<file path="src/rtl/xgmii_rx_frame_ctrl_pkg.sv">
// Shared types and constants for the XGMII receive frame controller.
// Decoder status codes, control characters, frame states and the beat record.
package xgmii_rx_frame_ctrl_pkg;

  typedef enum logic [1:0] {
    ST_DATA  = 2'b00,
    ST_START = 2'b01,
    ST_TERM  = 2'b10,
    ST_OTHER = 2'b11
  } rx_st_e;

  localparam logic [7:0] CTRL_START    = 8'hFB;
  localparam logic [7:0] CTRL_TERM     = 8'hFD;
  localparam logic [7:0] CTRL_IDLE     = 8'h07;
  localparam logic [7:0] PREAMBLE_BYTE = 8'h55;
  localparam logic [7:0] SFD_DEFAULT   = 8'hD5;

  typedef enum logic [1:0] {
    FS_IDLE = 2'b00,
    FS_DATA = 2'b01,
    FS_DROP = 2'b10
  } frame_state_e;

  // One payload beat; also the shape of the single-word hold stage.
  typedef struct packed {
    logic        valid;
    logic [63:0] data;
    logic        sof;
    logic        eof;
    logic [7:0]  be;
    logic        err;
    logic [15:0] len;
  } beat_t;

  function automatic logic [15:0] sat_add16(input logic [15:0] a, input logic [3:0] b);
    logic [16:0] s;
    s = {1'b0, a} + {13'd0, b};
    return s[16] ? 16'hFFFF : s[15:0];
  endfunction

endpackage

</file>
<file path="src/rtl/xgmii_rx_frame_ctrl_if.sv">
// Decoder-side word stream and MAC-side beat stream of the frame controller.
interface xgmii_rx_frame_ctrl_if;
  logic [1:0]  RX_DATA_ST;
  logic [63:0] PLS_DATA;
  logic [7:0]  RXC;
  logic [63:0] RX_DATA;
  logic        RX_VALID;
  logic        RX_SOF;
  logic        RX_EOF;
  logic [7:0]  RX_BE;
  logic        RX_ERR;
  logic [15:0] RX_LEN;

  modport master (
    output RX_DATA_ST, PLS_DATA, RXC,
    input  RX_DATA, RX_VALID, RX_SOF, RX_EOF, RX_BE, RX_ERR, RX_LEN
  );

  modport slave (
    input  RX_DATA_ST, PLS_DATA, RXC,
    output RX_DATA, RX_VALID, RX_SOF, RX_EOF, RX_BE, RX_ERR, RX_LEN
  );
endinterface

</file>
<file path="src/rtl/xgmii_term_lane_enc.sv">
// Locates the terminate lane from the raw RXC mask and builds the tail byte enables.
// A mask that is not of the form 8'hFF<<k is flagged invalid.
module xgmii_term_lane_enc (
  input  logic [7:0] rxc_i,
  output logic [2:0] lane_o,
  output logic       valid_o,
  output logic [7:0] be_o
);

  always_comb begin
    casez (rxc_i)
      8'b???????1: lane_o = 3'd0;
      8'b??????10: lane_o = 3'd1;
      8'b?????100: lane_o = 3'd2;
      8'b????1000: lane_o = 3'd3;
      8'b???10000: lane_o = 3'd4;
      8'b??100000: lane_o = 3'd5;
      8'b?1000000: lane_o = 3'd6;
      8'b10000000: lane_o = 3'd7;
      default:     lane_o = 3'd0;
    endcase
  end

  assign valid_o = (rxc_i == (8'hFF << lane_o));
  assign be_o    = (8'h01 << lane_o) - 8'h01;

endmodule

</file>
<file path="src/rtl/xgmii_rx_frame_ctrl.sv">
// Turns decoded XGMII words into SOF/EOF-delimited payload beats through a one-word
// hold stage, checks SFD and length, and counts good and bad frames.
module xgmii_rx_frame_ctrl
  import xgmii_rx_frame_ctrl_pkg::*;
#(
  parameter logic [15:0] MIN_LEN  = 16'd64,
  parameter logic [15:0] MAX_LEN  = 16'd1518,
  parameter logic [7:0]  SFD_BYTE = SFD_DEFAULT
) (
  input  logic                        CLK,
  input  logic                        RST,
  xgmii_rx_frame_ctrl_if.slave        bus,
  output logic [31:0]                 FRAMES_OK,
  output logic [31:0]                 FRAMES_BAD
);

  frame_state_e state_q, state_d;
  beat_t        hold_q, hold_d;
  beat_t        beat_q, beat_d;
  logic [15:0]  cnt_q, cnt_d;
  logic         sof_pend_q, sof_pend_d;
  logic [31:0]  ok_q, bad_q;
  logic         ok_inc_s;
  logic [1:0]   bad_inc_s;

  rx_st_e       st_s;
  logic         sfd_ok_s;
  logic         push_s, term_full_s, term_part_s, abort_s, start_s;
  logic [2:0]   term_k_s;
  logic         term_vld_s;
  logic [7:0]   term_be_s;
  logic [15:0]  term_len_s;

  function automatic logic len_bad(input logic [15:0] n);
    return (n < MIN_LEN) || (n > MAX_LEN);
  endfunction

  xgmii_term_lane_enc u_term_enc (
    .rxc_i   (bus.RXC),
    .lane_o  (term_k_s),
    .valid_o (term_vld_s),
    .be_o    (term_be_s)
  );

  assign st_s       = rx_st_e'(bus.RX_DATA_ST);
  assign sfd_ok_s   = (bus.PLS_DATA[63:56] == SFD_BYTE);
  assign term_len_s = sat_add16(cnt_q, {1'b0, term_k_s});

  // A start always (re)opens a frame; inside DATA it first aborts the open one.
  always_comb begin
    push_s      = 1'b0;
    term_full_s = 1'b0;
    term_part_s = 1'b0;
    abort_s     = 1'b0;
    start_s     = 1'b0;
    case (state_q)
      FS_DATA: begin
        case (st_s)
          ST_DATA:  push_s = 1'b1;
          ST_TERM: begin
            if (!term_vld_s)            abort_s     = 1'b1;
            else if (term_k_s == 3'd0)  term_full_s = 1'b1;
            else                        term_part_s = 1'b1;
          end
          ST_START: begin
            abort_s = 1'b1;
            start_s = 1'b1;
          end
          default:  abort_s = 1'b1;
        endcase
      end
      FS_IDLE, FS_DROP: start_s = (st_s == ST_START);
      default:          start_s = 1'b0;
    endcase
  end

  always_ff @(posedge CLK) begin
    if (RST) state_q <= FS_IDLE;
    else     state_q <= state_d;
  end

  always_comb begin
    state_d = state_q;
    if (start_s) begin
      state_d = sfd_ok_s ? FS_DATA : FS_DROP;
    end else if (state_q == FS_DATA) begin
      state_d = push_s ? FS_DATA : FS_IDLE;
    end else if (state_q == FS_DROP) begin
      state_d = ((st_s == ST_TERM) || (st_s == ST_OTHER)) ? FS_IDLE : FS_DROP;
    end else begin
      state_d = FS_IDLE;
    end
  end

  // Whatever sits in hold always leaves this cycle; only the EOF marking depends on the input.
  always_comb begin
    hold_d     = '0;
    cnt_d      = cnt_q;
    sof_pend_d = sof_pend_q;
    ok_inc_s   = 1'b0;
    bad_inc_s  = 2'd0;
    beat_d     = hold_q.valid ? hold_q : '0;

    if (push_s) begin
      hold_d     = '{valid: 1'b1, data: bus.PLS_DATA, sof: sof_pend_q, eof: 1'b0,
                     be: 8'hFF, err: 1'b0, len: 16'd0};
      cnt_d      = sat_add16(cnt_q, 4'd8);
      sof_pend_d = 1'b0;
    end

    if (term_part_s) begin
      hold_d     = '{valid: 1'b1, data: bus.PLS_DATA, sof: sof_pend_q, eof: 1'b1,
                     be: term_be_s, err: len_bad(term_len_s), len: term_len_s};
      cnt_d      = term_len_s;
      sof_pend_d = 1'b0;
    end

    if (term_full_s || abort_s) begin
      if (hold_q.valid) begin
        beat_d.eof = 1'b1;
        beat_d.len = cnt_q;
        beat_d.err = abort_s || len_bad(cnt_q);
      end else begin
        bad_inc_s = bad_inc_s + 2'd1;
      end
    end

    if (start_s) begin
      cnt_d      = 16'd0;
      sof_pend_d = sfd_ok_s;
      if (!sfd_ok_s) bad_inc_s = bad_inc_s + 2'd1;
    end

    if (beat_d.valid && beat_d.eof) begin
      if (beat_d.err) bad_inc_s = bad_inc_s + 2'd1;
      else            ok_inc_s  = 1'b1;
    end
  end

  always_ff @(posedge CLK) begin
    if (RST) begin
      hold_q     <= '0;
      beat_q     <= '0;
      cnt_q      <= 16'd0;
      sof_pend_q <= 1'b0;
      ok_q       <= 32'd0;
      bad_q      <= 32'd0;
    end else begin
      hold_q     <= hold_d;
      beat_q     <= beat_d;
      cnt_q      <= cnt_d;
      sof_pend_q <= sof_pend_d;
      ok_q       <= ok_q + {31'd0, ok_inc_s};
      bad_q      <= bad_q + {30'd0, bad_inc_s};
    end
  end

  assign bus.RX_DATA  = beat_q.data;
  assign bus.RX_VALID = beat_q.valid;
  assign bus.RX_SOF   = beat_q.sof;
  assign bus.RX_EOF   = beat_q.eof;
  assign bus.RX_BE    = beat_q.be;
  assign bus.RX_ERR   = beat_q.err;
  assign bus.RX_LEN   = beat_q.len;
  assign FRAMES_OK    = ok_q;
  assign FRAMES_BAD   = bad_q;

endmodule

</file>
<file path="src/flat_wrapper.sv">
// flat-port wrapper written by rule: the top's interface ports become plain ports
module xgmii_rx_frame_ctrl_flat import xgmii_rx_frame_ctrl_pkg::*;
#(
  parameter logic [15:0] MIN_LEN  = 16'd64,
  parameter logic [15:0] MAX_LEN  = 16'd1518,
  parameter logic [7:0]  SFD_BYTE = SFD_DEFAULT
)
  (CLK, RST, FRAMES_OK, FRAMES_BAD, bus_RX_DATA_ST, bus_PLS_DATA, bus_RXC, bus_RX_DATA, bus_RX_VALID, bus_RX_SOF, bus_RX_EOF, bus_RX_BE, bus_RX_ERR, bus_RX_LEN);
  xgmii_rx_frame_ctrl_if bus_i ();
  input  logic CLK;
  input  logic RST;
  output logic [31:0] FRAMES_OK;
  output logic [31:0] FRAMES_BAD;
  input wire logic [$bits(bus_i.RX_DATA_ST)-1:0] bus_RX_DATA_ST;
  input wire logic [$bits(bus_i.PLS_DATA)-1:0] bus_PLS_DATA;
  input wire logic [$bits(bus_i.RXC)-1:0] bus_RXC;
  output wire logic [$bits(bus_i.RX_DATA)-1:0] bus_RX_DATA;
  output wire logic [$bits(bus_i.RX_VALID)-1:0] bus_RX_VALID;
  output wire logic [$bits(bus_i.RX_SOF)-1:0] bus_RX_SOF;
  output wire logic [$bits(bus_i.RX_EOF)-1:0] bus_RX_EOF;
  output wire logic [$bits(bus_i.RX_BE)-1:0] bus_RX_BE;
  output wire logic [$bits(bus_i.RX_ERR)-1:0] bus_RX_ERR;
  output wire logic [$bits(bus_i.RX_LEN)-1:0] bus_RX_LEN;
  assign bus_i.RX_DATA_ST = bus_RX_DATA_ST;
  assign bus_i.PLS_DATA = bus_PLS_DATA;
  assign bus_i.RXC = bus_RXC;
  assign bus_RX_DATA = bus_i.RX_DATA;
  assign bus_RX_VALID = bus_i.RX_VALID;
  assign bus_RX_SOF = bus_i.RX_SOF;
  assign bus_RX_EOF = bus_i.RX_EOF;
  assign bus_RX_BE = bus_i.RX_BE;
  assign bus_RX_ERR = bus_i.RX_ERR;
  assign bus_RX_LEN = bus_i.RX_LEN;
  xgmii_rx_frame_ctrl #(.MIN_LEN(MIN_LEN), .MAX_LEN(MAX_LEN), .SFD_BYTE(SFD_BYTE)) u_core (.CLK(CLK), .RST(RST), .bus(bus_i), .FRAMES_OK(FRAMES_OK), .FRAMES_BAD(FRAMES_BAD));
endmodule
</file>
<file path="config.mk">
export PLATFORM = sky130hd
export DESIGN_NAME = xgmii_rx_frame_ctrl_flat
export DESIGN_NICKNAME = d
export VERILOG_FILES = /design/src/rtl/xgmii_rx_frame_ctrl_pkg.sv /design/src/rtl/xgmii_rx_frame_ctrl_if.sv /design/src/rtl/xgmii_term_lane_enc.sv /design/src/rtl/xgmii_rx_frame_ctrl.sv /design/src/flat_wrapper.sv
export SDC_FILE = /design/constraint.sdc
export NUM_CORES = 1
export LEC_CHECK = 0
export CAP_MARGIN = 20
export CORE_MARGIN = 5
export CORE_UTILIZATION = 40
export DETAILED_ROUTE_END_ITERATION = 10
export GPL_TIMING_DRIVEN = 0
export PLACE_DENSITY = 0.63
export SYNTH_ARGS = -nofsm -noshare
export SYNTH_HDL_FRONTEND = slang
export SYNTH_HIERARCHICAL = 1
export SYNTH_SLANG_ARGS = --single-unit
</file>
<file path="constraint.sdc">
create_clock -name CLK -period 8.9 [get_ports CLK]
set_clock_uncertainty 0.15 [all_clocks]
set_input_delay 2.67 -clock CLK [delete_from_list [all_inputs] [get_ports CLK]]
set_output_delay 2.67 -clock CLK [all_outputs]
set_load 0.01 [all_outputs]
</file>
# == Word-level counts from Yosys, hierarchy flattened ==
# Index checks and enable logic that the tools add are counted.
# classes
addsub,7
order_cmp,4
eq_ne,14
shifts,2
n_mux,44
bitwise_logic,1
reduce_logical,14
# ops
op,count
$mux W92,3
$mux W16,4
$mux W17,2
$add A32 B1 Y32,1
$add A32 B2 Y32,1
$gt A16 B11 Y1 const B,2
$lt A16 B7 Y1 const B,2
$mux W1,22
$pmux W3 S7,1
$mux W2,10
$add A16 B3 Y17,1
$add A16 B4 Y17 const B,1
$eq A8 B8 Y1 const B,2
$eq A2 B2 Y1 const B,4
$eq A8 B8 Y1,1
$shl A1 B3 Y8 const A,1
$shl A8 B3 Y8 const A,1
$sub A8 B1 Y8 const B,1
$eq A7 B7 Y1 const B,1
$eq A6 B6 Y1 const B,1
$reduce_or A2 Y1,3
$eq A5 B5 Y1 const B,1
$logic_or A1 B1 Y1,5
$add A2 B1 Y2 const B,2
10 further kinds,13
# totals
ff_bits,267
in_bits,76
wordCells,105

# == Logic depth before layout (Yosys ltp) ==
# Gate-level depths: netlist of run 1.
# depth
word_depth,16
ltp_mapped,22
depth_no_buf,19

# == By module ==
# Netlist of run 1, hierarchy kept.
# modules_own_cells
module,n_inst,cells_each,area_per_inst_um2,seq_area_each_um2
xgmii_rx_frame_ctrl,1,992,9625.5,5345.1
xgmii_term_lane_enc,1,47,302.8,0.0

# == Worst setup path before layout of run 1 ==
# No wires, ideal clock.
# synth_path
path_kind,input -> register
from,in bus_RXC[1]
to,reg u_core.bad_q[26] (netlist: u_core/FRAMES_BAD[26])
setup_ns,0.128
arrival_ns,7.290
required_ns,8.622
setup_slack_ns,1.332
path_stages,22
path_buffers,3
path_cell_list,buf_6 -> or4_4 -> nor2_2 -> o211ai_1 -> a211oi_2 -> o31ai_1 -> a21oi_1 -> or2_2 -> clkbuf_1 -> buf_1 -> nor2_1 -> ha_1 -> o21ai_0 -> or3_1 -> a21oi_1 -> fa_1 -> nand2_1 -> or4_1 -> nor4b_2 -> nand4_1 -> xor2_1 -> nor2_1
# synth_via
elab_chain_len,16
word_cells_on_any_way,32
classes_between,3 x add/sub; 8 x eq/ne; 1 x shift; 16 x mux; 4 x reduce/logical
# synth_lines
element,line_no,text
"start, declared",flat_wrapper.sv:16,input wire logic [$bits(bus_i.RXC)-1:0] bus_RXC;
$eq A8 B8 Y1 (tied with other cells),xgmii_term_lane_enc.sv:11,casez (rxc_i)
$pmux W3 S7,xgmii_term_lane_enc.sv:11,
$shl A8 B3 Y8,xgmii_term_lane_enc.sv:24,assign valid_o = (rxc_i == (8'hFF << lane_o));
$eq A8 B8 Y1 (*),xgmii_term_lane_enc.sv:24,
via u_core.term_vld_s,xgmii_rx_frame_ctrl.sv:30,logic term_vld_s;
$mux W1,xgmii_rx_frame_ctrl.sv:61,if (!term_vld_s) abort_s = 1'b1;
$pmux W1 S2 / $mux W1 (equally long branches),xgmii_rx_frame_ctrl.sv:58,case (st_s)
$mux W1,xgmii_rx_frame_ctrl.sv:56,case (state_q)
$logic_or A1 B1 Y1,xgmii_rx_frame_ctrl.sv:118,if (term_full_s || abort_s) begin
$mux W2,xgmii_rx_frame_ctrl.sv:118,
$add A2 B1 Y2,xgmii_rx_frame_ctrl.sv:131,if (!sfd_ok_s) bad_inc_s = bad_inc_s + 2'd1;
$mux W2,xgmii_rx_frame_ctrl.sv:131,
$mux W2,xgmii_rx_frame_ctrl.sv:128,if (start_s) begin
$add A2 B1 Y2,xgmii_rx_frame_ctrl.sv:135,if (beat_d.err) bad_inc_s = bad_inc_s + 2'd1;
$mux W2,xgmii_rx_frame_ctrl.sv:135,
$mux W2 (*),xgmii_rx_frame_ctrl.sv:134,if (beat_d.valid && beat_d.eof) begin
$add A32 B2 Y32 (*),xgmii_rx_frame_ctrl.sv:154,"bad_q <= bad_q + {30'd0, bad_inc_s};"
"end signal, assigned",xgmii_rx_frame_ctrl.sv:154,
"end, declared",xgmii_rx_frame_ctrl.sv:22,"logic [31:0] ok_q, bad_q;"
# Mark *: on every way through the listed nets, which the timed path passes. The rest lies on a longest branch.
# A chain may end at the register's enable or synchronous reset.

# == Worst setup path after layout of run 1 ==
# layout_path
from,in bus_RXC[2]
to,reg u_core.bad_q[26] (netlist: u_core/FRAMES_BAD[26])
# layout_via
elab_chain_len,16
word_cells_on_any_way,31
classes_between,3 x add/sub; 7 x eq/ne; 1 x shift; 16 x mux; 4 x reduce/logical
# layout_lines
element,line_no
$eq A8 B8 Y1 (tied with other cells),xgmii_term_lane_enc.sv:11
$pmux W3 S7,xgmii_term_lane_enc.sv:11
$shl A8 B3 Y8,xgmii_term_lane_enc.sv:24
$eq A8 B8 Y1 (*),xgmii_term_lane_enc.sv:24
via u_core.term_vld_s,xgmii_rx_frame_ctrl.sv:30
$mux W1,xgmii_rx_frame_ctrl.sv:61
$pmux W1 S2 / $mux W1 (equally long branches),xgmii_rx_frame_ctrl.sv:58
$mux W1,xgmii_rx_frame_ctrl.sv:56
$logic_or A1 B1 Y1,xgmii_rx_frame_ctrl.sv:118
$mux W2,xgmii_rx_frame_ctrl.sv:118
$add A2 B1 Y2,xgmii_rx_frame_ctrl.sv:131
$mux W2,xgmii_rx_frame_ctrl.sv:131
$mux W2,xgmii_rx_frame_ctrl.sv:128
$add A2 B1 Y2,xgmii_rx_frame_ctrl.sv:135
$mux W2,xgmii_rx_frame_ctrl.sv:135
$mux W2 (*),xgmii_rx_frame_ctrl.sv:134
$add A32 B2 Y32 (*),xgmii_rx_frame_ctrl.sv:154
# Marks and branches as above.

==> flow_summary.toml, run 1 <==
[outcome]
run_status = "completed"

[clock_network]
h-tree-depth = 1
worst_setup_hold_path_clk_slew_ns = 0.06
clock_latency_ns = 0.53
cts_setup_buffers = 0
cts.sinks = 267
cts_buffers = 28
root_buffer = "clkbuf_16"
tritoncts = "yes"
clk_path_buf_depth = 3

[global_route]
grt_pass1_wl_um = 43000
use_met3_pct = 4.79
busiest_layer = "met2"
grt.total_usage_pct = 18.7
gr-total-overflow = 0
grt_pass1_vias = 7647
met1_usage_pct = 24.6
use_met2_pct = 31.4
grt_max_degree = 14
antenna_found_initial = 0

[yosys]
synth_edf_count = 0
synthXorXnorAreaFrac_pct = 6.00
synth-simple-area-share_pct = 25.8
synth_top_family_by_area = "simple AND/OR/NAND/NOR gates"
synth_top_area_share_pct = 53.8
synth_top_area_cell = "dfxtp_1"
postSynthAreaPerCell_um2 = 9.56
ys.flop_type = "dfxtp_1"
yosys_warnings = 6
synth_compound_area_share_pct = 8.67
yosysSeqAreaShare_pct = 53.8
ys_types = 73
yosys-top-cells-count = "267 x dfxtp_1, 143 x and2_1, 110 x nor2_1"
synth.area.top_cells = "dfxtp_1 54%, and2_1 9.0%, xor2_1 4.2%, nor2_1 4.2%, a21oi_1 2.9%"
syn-num-nets = 1128
synthAdderAreaFrac_pct = 1.79
netlist_area_um2 = 9930
synthMuxAreaShare_pct = 0.517
ys_async_sr_fraction_pct = 0
ys_seq_elements = 267
netlist_instances = 1039
yosysMostFrequentCell = "dfxtp_1"

[setup_path]
crit_fanout = 10
r2r-end = "u_core/FRAMES_BAD[26]$_SDFF_PP0_"
r2r_cells = 16
cp-start-kind = "input port"
critical_path_class = "in2reg"
reg2reg_from = "u_core/cnt_q[4]$_SDFFE_PP0P_"
startpoint = "bus_RXC[2]"
cp.arrival_ns = 8.40
reg2reg_slack_ns = 4.47
endpoint = "u_core/FRAMES_BAD[26]$_SDFF_PP0_"
end_kind = "register"
worstPathRequired_ns = 9.15

[finish]
drive_gt1_share_pct = 6.54
syn2layout_area_growth_pct = 36.5
final_util_pct = 55.6
diodes = 0
finalNetCount = 1384
instances_no_fill = 1638

[die]
core_um2 = 24400
start_util_pct = 40.7
die_w_um = 168
pin_count = 232
die_h_um = 168
row_count = 57
die_area_um2 = 28100

[timing]
slew_viol_final = 0
fmax_ghz = 0.123
slew-limit-headroom_pct = 50.1
setup_slack_ns = 0.742
period_minus_slack_ns = 8.16
hold_viol = 0
setup_viol = 0
rsz0062_at_grt = "false"
worst_pin_slew_ns = 0.741
post-route-period-util_pct = 91.7

[placement]
dpl.cell_count = 1590
pre_cts_ws_ns = -0.278
gp_congestion = 0.885
portBuffers = 227
dp_hpwl_um = 20400

[pwr]
peakVddDrop_mv = 0.161
power_mw = 2.45
p_per_area_nw_per_um2 = 181
p_leak_nw = 5.04

[drt]
routed_wl_um = 27300
dr.pass1.iters = 5
vias = 8034
drc = 0
via_per_inst = 4.90
drtAntennaViolNets = 0
drt_iter0_drc = 648
post_drt_wl_per_cell_um = 16.7

[hold_path]
hp-class = "reg2reg"

[job]
cap_violations = 0
## worst max-delay path: stages
cell and delay (ns):
clkdlybuf4s50_1 0.52, or4_4 0.62, nor2_2 0.21, o211ai_1 0.13
a211oi_2 0.35, o31ai_1 0.14, a21oi_1 0.22, or2_2 0.30
clkbuf_2 0.29, nor2_1 0.07, ha_1 0.29, o21ai_0 0.09
or3_1 0.32, a21oi_1 0.30, fa_1 0.29, nand2_1 0.10
or4_1 0.56, nor4b_2 0.49, nand4_1 0.19, xor2_1 0.18
nor2_1 0.05
## what timing repair did
item / 4_1_cts / 5_1_grt
gates resized for setup: 0 / 1
endpoints found under the setup margin: 0 / 8
hold buffers: 0 / 0
## area by class of cell
cell class              count  area (um2)
flip-flops and latches    267        5350
inverters                  17        63.8
well taps                 324         405
multi-input cells         696        4250
clock buffers              40         807
plain buffers              58         264
clock inverters             9         145
fillers                  2209       10800
repair buffers            227        2270
## where the power goes
part	internal (mW)	leakage, nW	switching (mW)
Clock	0.741	0.470	0.451
Sequential	1.20	2.15	0.000680
Combinational	0.0375	2.42	0.0279
Total	1.97	5.04	0.480
## layout by cell type (no fill, tap or decap), types with 6 or more instances in the layout
cell type / instances
dfxtp_1: 267
clkdlybuf4s50_1: 227
and2_1: 143
nor2_1: 110
nand2_1: 74
a21oi_1: 58
xor2_1: 48
clkbuf_1: 41
nand3_1: 32
clkbuf_16: 29
nand4_1: 21
xnor2_1: 20
o21ai_0: 18
inv_1: 17
nor3_1: 17
buf_2: 15
and3_1: 14
o21a_1: 11
ha_1: 11
nand2b_1: 9
and4_1: 7
a211oi_1: 7
nor2b_1: 6
o211ai_1: 6
## logic make-up (layout without fill, tap and decap cells)
logic type / count (synthesis) / after routing
AOI/OAI and AO/OA: 135 / 135
and+or+nand+nor: 474 / 474
xor gates and xnor gates: 68 / 68
other: 1 / 1
DFF: 267 / 267
adders and majority gates: 13 / 13
buffers and inverters: 76 / 351
muxes: 5 / 5
## routing by layer
| layer | part of all wire [%] | up-vias |
|---|---|---|
| li1 | - | 3984 |
| met3 | 7.9 | 34 |
| met5 | 0 | - |
| met1 | 44 | 3715 |
| met4 | 1.5 | 0 |
| met2 | 46 | 301 |
## registers in the layout (all words and copies together), names as in the netlist, 2 cells and up
register / count
u_core/FRAMES_OK: 32
u_core/hold_q: 92
u_core/FRAMES_BAD: 32
u_core/state_q: 2
u_core/cnt_q: 16
u_core/bus.RX_LEN: 16
u_core/bus.RX_BE: 8
u_core/bus.RX_DATA: 64
## metrics by stage
stage          area, um2  hold slack (ns)  TNS [ns]
4_1_cts            13600            0.271         0
3_5_place_dp       12600            0.260     -1.06
5_1_grt            13600            0.283         0
2_1_floorplan       9930            0.256         0
3_3_place_gp       12600            0.258    -0.992
6_report           13600            0.270         0
## how the worst min path moves through the flow
stage,from,endpoint,slack (ns),cells past startpoint
finish,u_core/hold_q[34]$_SDFF_PP0_,u_core/bus.RX_DATA[7]$_SDFF_PP0_,0.27,1
global route,u_core/hold_q[69]$_SDFF_PP0_,u_core/bus.RX_DATA[42]$_SDFF_PP0_,0.28,1
CTS,u_core/hold_q[34]$_SDFF_PP0_,u_core/bus.RX_DATA[7]$_SDFF_PP0_,0.27,1
detailed placement,u_core/hold_q[69]$_SDFF_PP0_,u_core/bus.RX_DATA[42]$_SDFF_PP0_,0.26,1
global placement,u_core/hold_q[48]$_SDFF_PP0_,u_core/bus.RX_DATA[21]$_SDFF_PP0_,0.26,1
floorplan,u_core/hold_q[17]$_SDFF_PP0_,u_core/bus.RX_BE[0]$_SDFF_PP0_,0.26,1
No activity file was read; power rests on OpenSTA's default activity.
==> run 2, diff against run 1 <==
- CTS_CLUSTER_SIZE: unset -> 8
- clock period: 8.9 -> 9.34 ns (I/O delays scaled with it)
==> run 2 against run 1 <==
Compared with the run above:
- critical path depth up 1
- combinational power down 4.7%
- first-iteration DRC count down 18%
- count of clock-buffer cells in the layout up 1
- highest routed layer unchanged
- global-route usage up 0.39 points
==> flow_summary.toml, run 2 (synthesized netlist as in run 1, its figures left out) <==
[outcome]
run_status = "completed"

[drt]
via_per_inst = 4.92
routed_wl_um = 27600
drtAntennaViolNets = 0
post_drt_wl_per_cell_um = 16.9
drt_iter0_drc = 534
dr.pass1.iters = 5
drc = 0
vias = 8046

[die]
pin_count = 232
start_util_pct = 40.7
row_count = 57
die_w_um = 168
core_um2 = 24400
die_h_um = 168
die_area_um2 = 28100

[clock_network]
clk_path_buf_depth = 3
cts.sinks = 267
cts_buffers = 39
clock_latency_ns = 0.51
hold_buffers = 0
root_buffer = "clkbuf_16"
h-tree-depth = 2
tritoncts = "yes"
cts_setup_buffers = 0
worst_setup_hold_path_clk_slew_ns = 0.05

[timing]
holdWs_ns = 0.267
post-route-period-util_pct = 92.9
setup_viol = 0
setup_slack_ns = 0.662
slew_viol_final = 0
hold_viol = 0
slew-limit-headroom_pct = 49.5
period_minus_slack_ns = 8.68
tns_ns = 0
rsz0062_at_grt = "false"
fmax_ghz = 0.115
worst_pin_slew_ns = 0.750

[job]
cap_violations = 0

[global_route]
grt_pass1_vias = 7786
busiest_layer = "met2"
gr-total-overflow = 0
use_met2_pct = 31.5
use_met3_pct = 5.78
grt.total_usage_pct = 19.1
met1_usage_pct = 24.7
grt_pass1_wl_um = 43600
grt_max_degree = 11
antenna_found_initial = 1

[finish]
final_cell_mix = "267 x dfxtp_1, 227 x clkdlybuf4s50_1, 143 x and2_1, 110 x nor2_1, 74 x nand2_1"
finalNetCount = 1396
final_common_cell = "dfxtp_1"
top_register = "u_core/hold_q"
drive_gt1_share_pct = 6.64
syn2layout_area_growth_pct = 37.7
final_util_pct = 56.0
instances_no_fill = 1635
largest_reg_flops = 92
design_area_um2 = 13700
fillers = 2187

[setup_path]
reg2reg_from = "u_core/state_q[1]$_SDFF_PP0_"
reg2reg_slack_ns = 4.63
critical-path-slowest-cell = "or4_4"
critPathMaxStageDelay_ns = 0.62
crit_fanout = 10
cp.arrival_ns = 8.90
crit_chain = "clkdlybuf4s50_1 -> or4_4 -> nor2_2 -> o211ai_1 -> a211oi_2 -> o31ai_1 -> a21oi_1 -> or2_2 -> clkbuf_1 -> clkbuf_2 -> nor2_1 -> ha_1 -> o21ai_0 -> or3_1 -> a21oi_1 -> fa_1 -> nand2_1 -> or4_1 -> nor4b_2 -> nand4_1 -> xor2_1 -> nor2_1"
cp_top_family = "simple AND/OR/NAND/NOR gates"
cp-start-kind = "input port"
end_kind = "register"
r2r_cells = 16
crit_buf_inv = 3
critical_path_class = "in2reg"
r2r-end = "u_core/FRAMES_BAD[26]$_SDFF_PP0_"
worstPathRequired_ns = 9.57

[hold_path]
worstHoldEndpoint = "u_core/bus.RX_DATA[56]$_SDFF_PP0_"
hp-class = "reg2reg"
holdCritStartpoint = "u_core/hold_q[83]$_SDFF_PP0_"
whs_path_depth = 1

[pwr]
p_leak_nw = 5.09
peakVddDrop_mv = 0.115
power_mw = 2.45
p_per_area_nw_per_um2 = 179

[placement]
portBuffers = 227
pre_cts_ws_ns = 0.0301
dpl.cell_count = 1590
dpl-instance-area_um2 = 12600
dp_hpwl_um = 20400
gp_congestion = 0.885
## run 2: routing by layer
layer | wire (um) | part of all wire (%) | vias to the layer above
met1 | 12200 | 44 | 3707
li1 | - | - | 3998
met5 | 0 | 0 | -
met2 | 12800 | 46 | 303
met4 | 413 | 1.5 | 0
met3 | 2220 | 8.1 | 38
## run 2: worst register-to-register path: stages (launching register included)
cell and delay [ns]:
dfxtp_1 0.36, nand2b_1 0.18, or2_2 0.13, clkbuf_1 0.45, clkbuf_2 0.36, nor2_1 0.07
ha_1 0.29, o21ai_0 0.09, or3_1 0.32, a21oi_1 0.30, fa_1 0.30, nand2_1 0.10
or4_1 0.56, nor4b_2 0.50, nand4_1 0.19, xor2_1 0.18, nor2_1 0.05
## run 2: worst max path at each step
stage,startpoint,endpoint,slack [ns],cells past startpoint
3_5_place_dp,bus_RXC[2],u_core/FRAMES_BAD[26]$_SDFF_PP0_,0.03,22
5_1_grt,bus_RXC[2],u_core/FRAMES_BAD[26]$_SDFF_PP0_,0.15,22
4_1_cts,bus_RXC[2],u_core/FRAMES_BAD[26]$_SDFF_PP0_,0.54,22
6_report,bus_RXC[2],u_core/FRAMES_BAD[26]$_SDFF_PP0_,0.66,22
3_3_place_gp,bus_RXC[2],u_core/FRAMES_BAD[26]$_SDFF_PP0_,0.07,22
2_1_floorplan,bus_RXC[1],u_core/FRAMES_BAD[26]$_SDFF_PP0_,1.64,22
## run 2: report_power, final
group	internal [mW]	leakage (nW)	switching, mW
clock network	0.779	0.520	0.463
registers	1.14	2.15	0.000659
logic	0.0357	2.42	0.0266
total	1.96	5.09	0.490
## run 2: timing repair
action,in CTS,in global routing
endpoints found under the setup margin,0,1
endpoints found under the hold margin,0,0
resized for setup,0,1
## run 2: area by class of cell
class                      instances  area (um2)  area share [%]
sequential                       267        5350            39.1
multi-input combinational        696        4250            31.1
timing repair buffer             227        2270            16.6
clock buffer                      41        1000            7.35
tap                              324         405            2.97
buffer                            59         268            1.96
inverter                          17        63.8           0.467
clock inverter                     3        55.1           0.403
antenna                            1        2.50          0.0183
==> run 3, diff against run 2 <==
- RECOVER_POWER: unset -> 50
==> run 3 against run 2 <==
Compared with the run above:
- combinational power barely moved
- sequential cell count is the same
- sequential share of layout area unchanged
- clock power about the same
- final cell count is the same
- total power is essentially flat
- critical path depth unchanged
- first-iteration DRC count shrank 7.5%
- sequential power about the same
- fmax increased by 0.22%
- worst setup slack better by 0.019 ns
==> flow_summary.toml, run 3 (synthesized netlist as in run 1, its figures left out) <==
[finish]
syn2layout_area_growth_pct = 37.7
final_common_cell = "dfxtp_1"
instances_no_fill = 1635
largest_reg_flops = 92
drive_gt1_share_pct = 6.64
finalNetCount = 1396
final_cell_mix = "267 x dfxtp_1, 157 x dlygate4sd3_1, 123 x and2_1, 110 x nor2_1, 74 x nand2_1"
top_register = "u_core/hold_q"

[clock_network]
clock_latency_ns = 0.51
cts_setup_buffers = 0
tritoncts = "yes"
h-tree-depth = 2
clk_path_buf_depth = 3
cts.sinks = 267
cts_buffers = 39
root_buffer = "clkbuf_16"
hold_buffers = 0
worst_setup_hold_path_clk_slew_ns = 0.05

[setup_path]
worstPathRequired_ns = 9.57
end_kind = "register"
crit_fanout = 10
critical_path_class = "in2reg"
cp.arrival_ns = 8.88
cp-start-kind = "input port"

[drt]
drt_iter0_drc = 494
drtAntennaViolNets = 0
post_drt_wl_per_cell_um = 16.9
routed_wl_um = 27600
vias = 8024
via_per_inst = 4.91
drc = 0
dr.pass1.iters = 5

[die]
row_count = 57
pin_count = 232
start_util_pct = 40.7
die_h_um = 168
core_um2 = 24400
die_area_um2 = 28100
die_w_um = 168

[timing]
hold_viol = 0
holdWs_ns = 0.269
slew-limit-headroom_pct = 51.4
slew_viol_final = 0
tns_ns = 0
setup_viol = 0
rsz0062_at_grt = "false"
post-route-period-util_pct = 92.7
fmax_ghz = 0.115
setup_slack_ns = 0.681
worst_pin_slew_ns = 0.723
period_minus_slack_ns = 8.66

[placement]
pre_cts_ws_ns = 0.0301
dpl.cell_count = 1590
gp_congestion = 0.885
portBuffers = 227
dp_hpwl_um = 20400

[outcome]
run_status = "completed"

[pwr]
p_per_area_nw_per_um2 = 179
p_seq_share_pct = 46.7
p_int_mw = 1.96
p_sw_share_pct = 20.0
p_comb_share_pct = 2.5
p_sw_mw = 0.490
p_clk_share_pct = 50.8
peakVddDrop_mv = 0.115
p_leak_nw = 5.63

[global_route]
grt_pass1_vias = 7786
antenna_found_initial = 1
grt_max_degree = 11
grt_pass1_wl_um = 43600
gr-total-overflow = 0
grt.total_usage_pct = 19.1

[job]
cap_violations = 0

[hold_path]
hp-class = "reg2reg"
==> run 3: cell types whose count changed in the layout (fill, tap and decap cells not counted), sizes merged <==
| cell | before | now |
|---|---|---|
| clkdlybuf4s50 | 227 | 70 |
| dlygate4sd3 | 0 | 157 |
==> run 3: critical path: stages <==
cell	delay, ns
clkdlybuf4s50_1	0.52
or4_4	0.62
nor2_2	0.21
o211ai_1	0.13
a211oi_2	0.36
o31ai_1	0.14
a21oi_1	0.22
or2_2	0.14
clkbuf_1	0.45
clkbuf_2	0.34
nor2_1	0.07
ha_1	0.29
o21ai_0	0.09
or3_1	0.32
a21oi_1	0.30
fa_1	0.29
nand2_1	0.10
or4_1	0.56
nor4b_2	0.50
nand4_1	0.19
xor2_1	0.18
nor2_1	0.05
==> run 3: final timing paths <==
| kind | startpoint | depth (start not counted) | slack (ns) | end |
|---|---|---|---|---|
| worst max-delay path | bus_RXC[2] | 22 | 0.68 | u_core/FRAMES_BAD[26]$_SDFF_PP0_ |
| worst min-delay path | u_core/hold_q[19]$_SDFF_PP0_ | 1 | 0.27 | u_core/bus.RX_BE[2]$_SDFF_PP0_ |
| worst max register to register | u_core/state_q[1]$_SDFF_PP0_ | 16 | 4.65 | u_core/FRAMES_BAD[26]$_SDFF_PP0_ |
| worst min register to register | u_core/hold_q[19]$_SDFF_PP0_ | 1 | 0.27 | u_core/bus.RX_BE[2]$_SDFF_PP0_ |
==> run 3: layout make-up <==
type	count	area, um2
sequential	267	5350
tap	324	405
clock inverter	3	55.1
antenna	1	2.50
timing repair buffer	227	2270
buffer	59	268
multi-input combinational	696	4250
inverter	17	63.8
clock buffer	41	1000
fill	2187	10700
==> run 3: power by group through the flow <==
| stage | sequential (mW) | clock (mW) | combinational, mW |
|---|---|---|---|
| global route | 1.14 | 1.33 | 0.0676 |
| floorplan | 1.17 | 0 | 0.0206 |
| CTS | 1.14 | 1.28 | 0.0628 |
| global placement | 1.17 | 0 | 0.0620 |
| detailed placement | 1.17 | 0 | 0.0621 |
| finish | 1.14 | 1.24 | 0.0621 |
==> run 3: timing repair <==
| item | CTS | global route |
|---|---|---|
| endpoints found under the hold margin | 0 | 0 |
| endpoints found under the setup margin | 0 | 1 |
| resized for setup | 0 | 1 |
==> run 3: stage by stage <==
step                      cell area (um2)  total power, mW  util [%]
after floorplan                      9930             1.19         -
after global placement              12600             1.23      51.7
after detailed placement            12600             1.23      51.7
after CTS                           13700             2.48      56.0
after global routing                13700             2.54      56.0
final                               13700             2.45      56.0
==> run 3: layer usage <==
layer | track usage, % | vias to the layer above | routed length, um
met4 | 4.59 | 0 | 425
li1 | - | 3994 | -
met3 | 5.78 | 37 | 2210
met2 | 31.5 | 302 | 12700
met1 | 24.7 | 3691 | 12200
met5 | 0 | - | 0
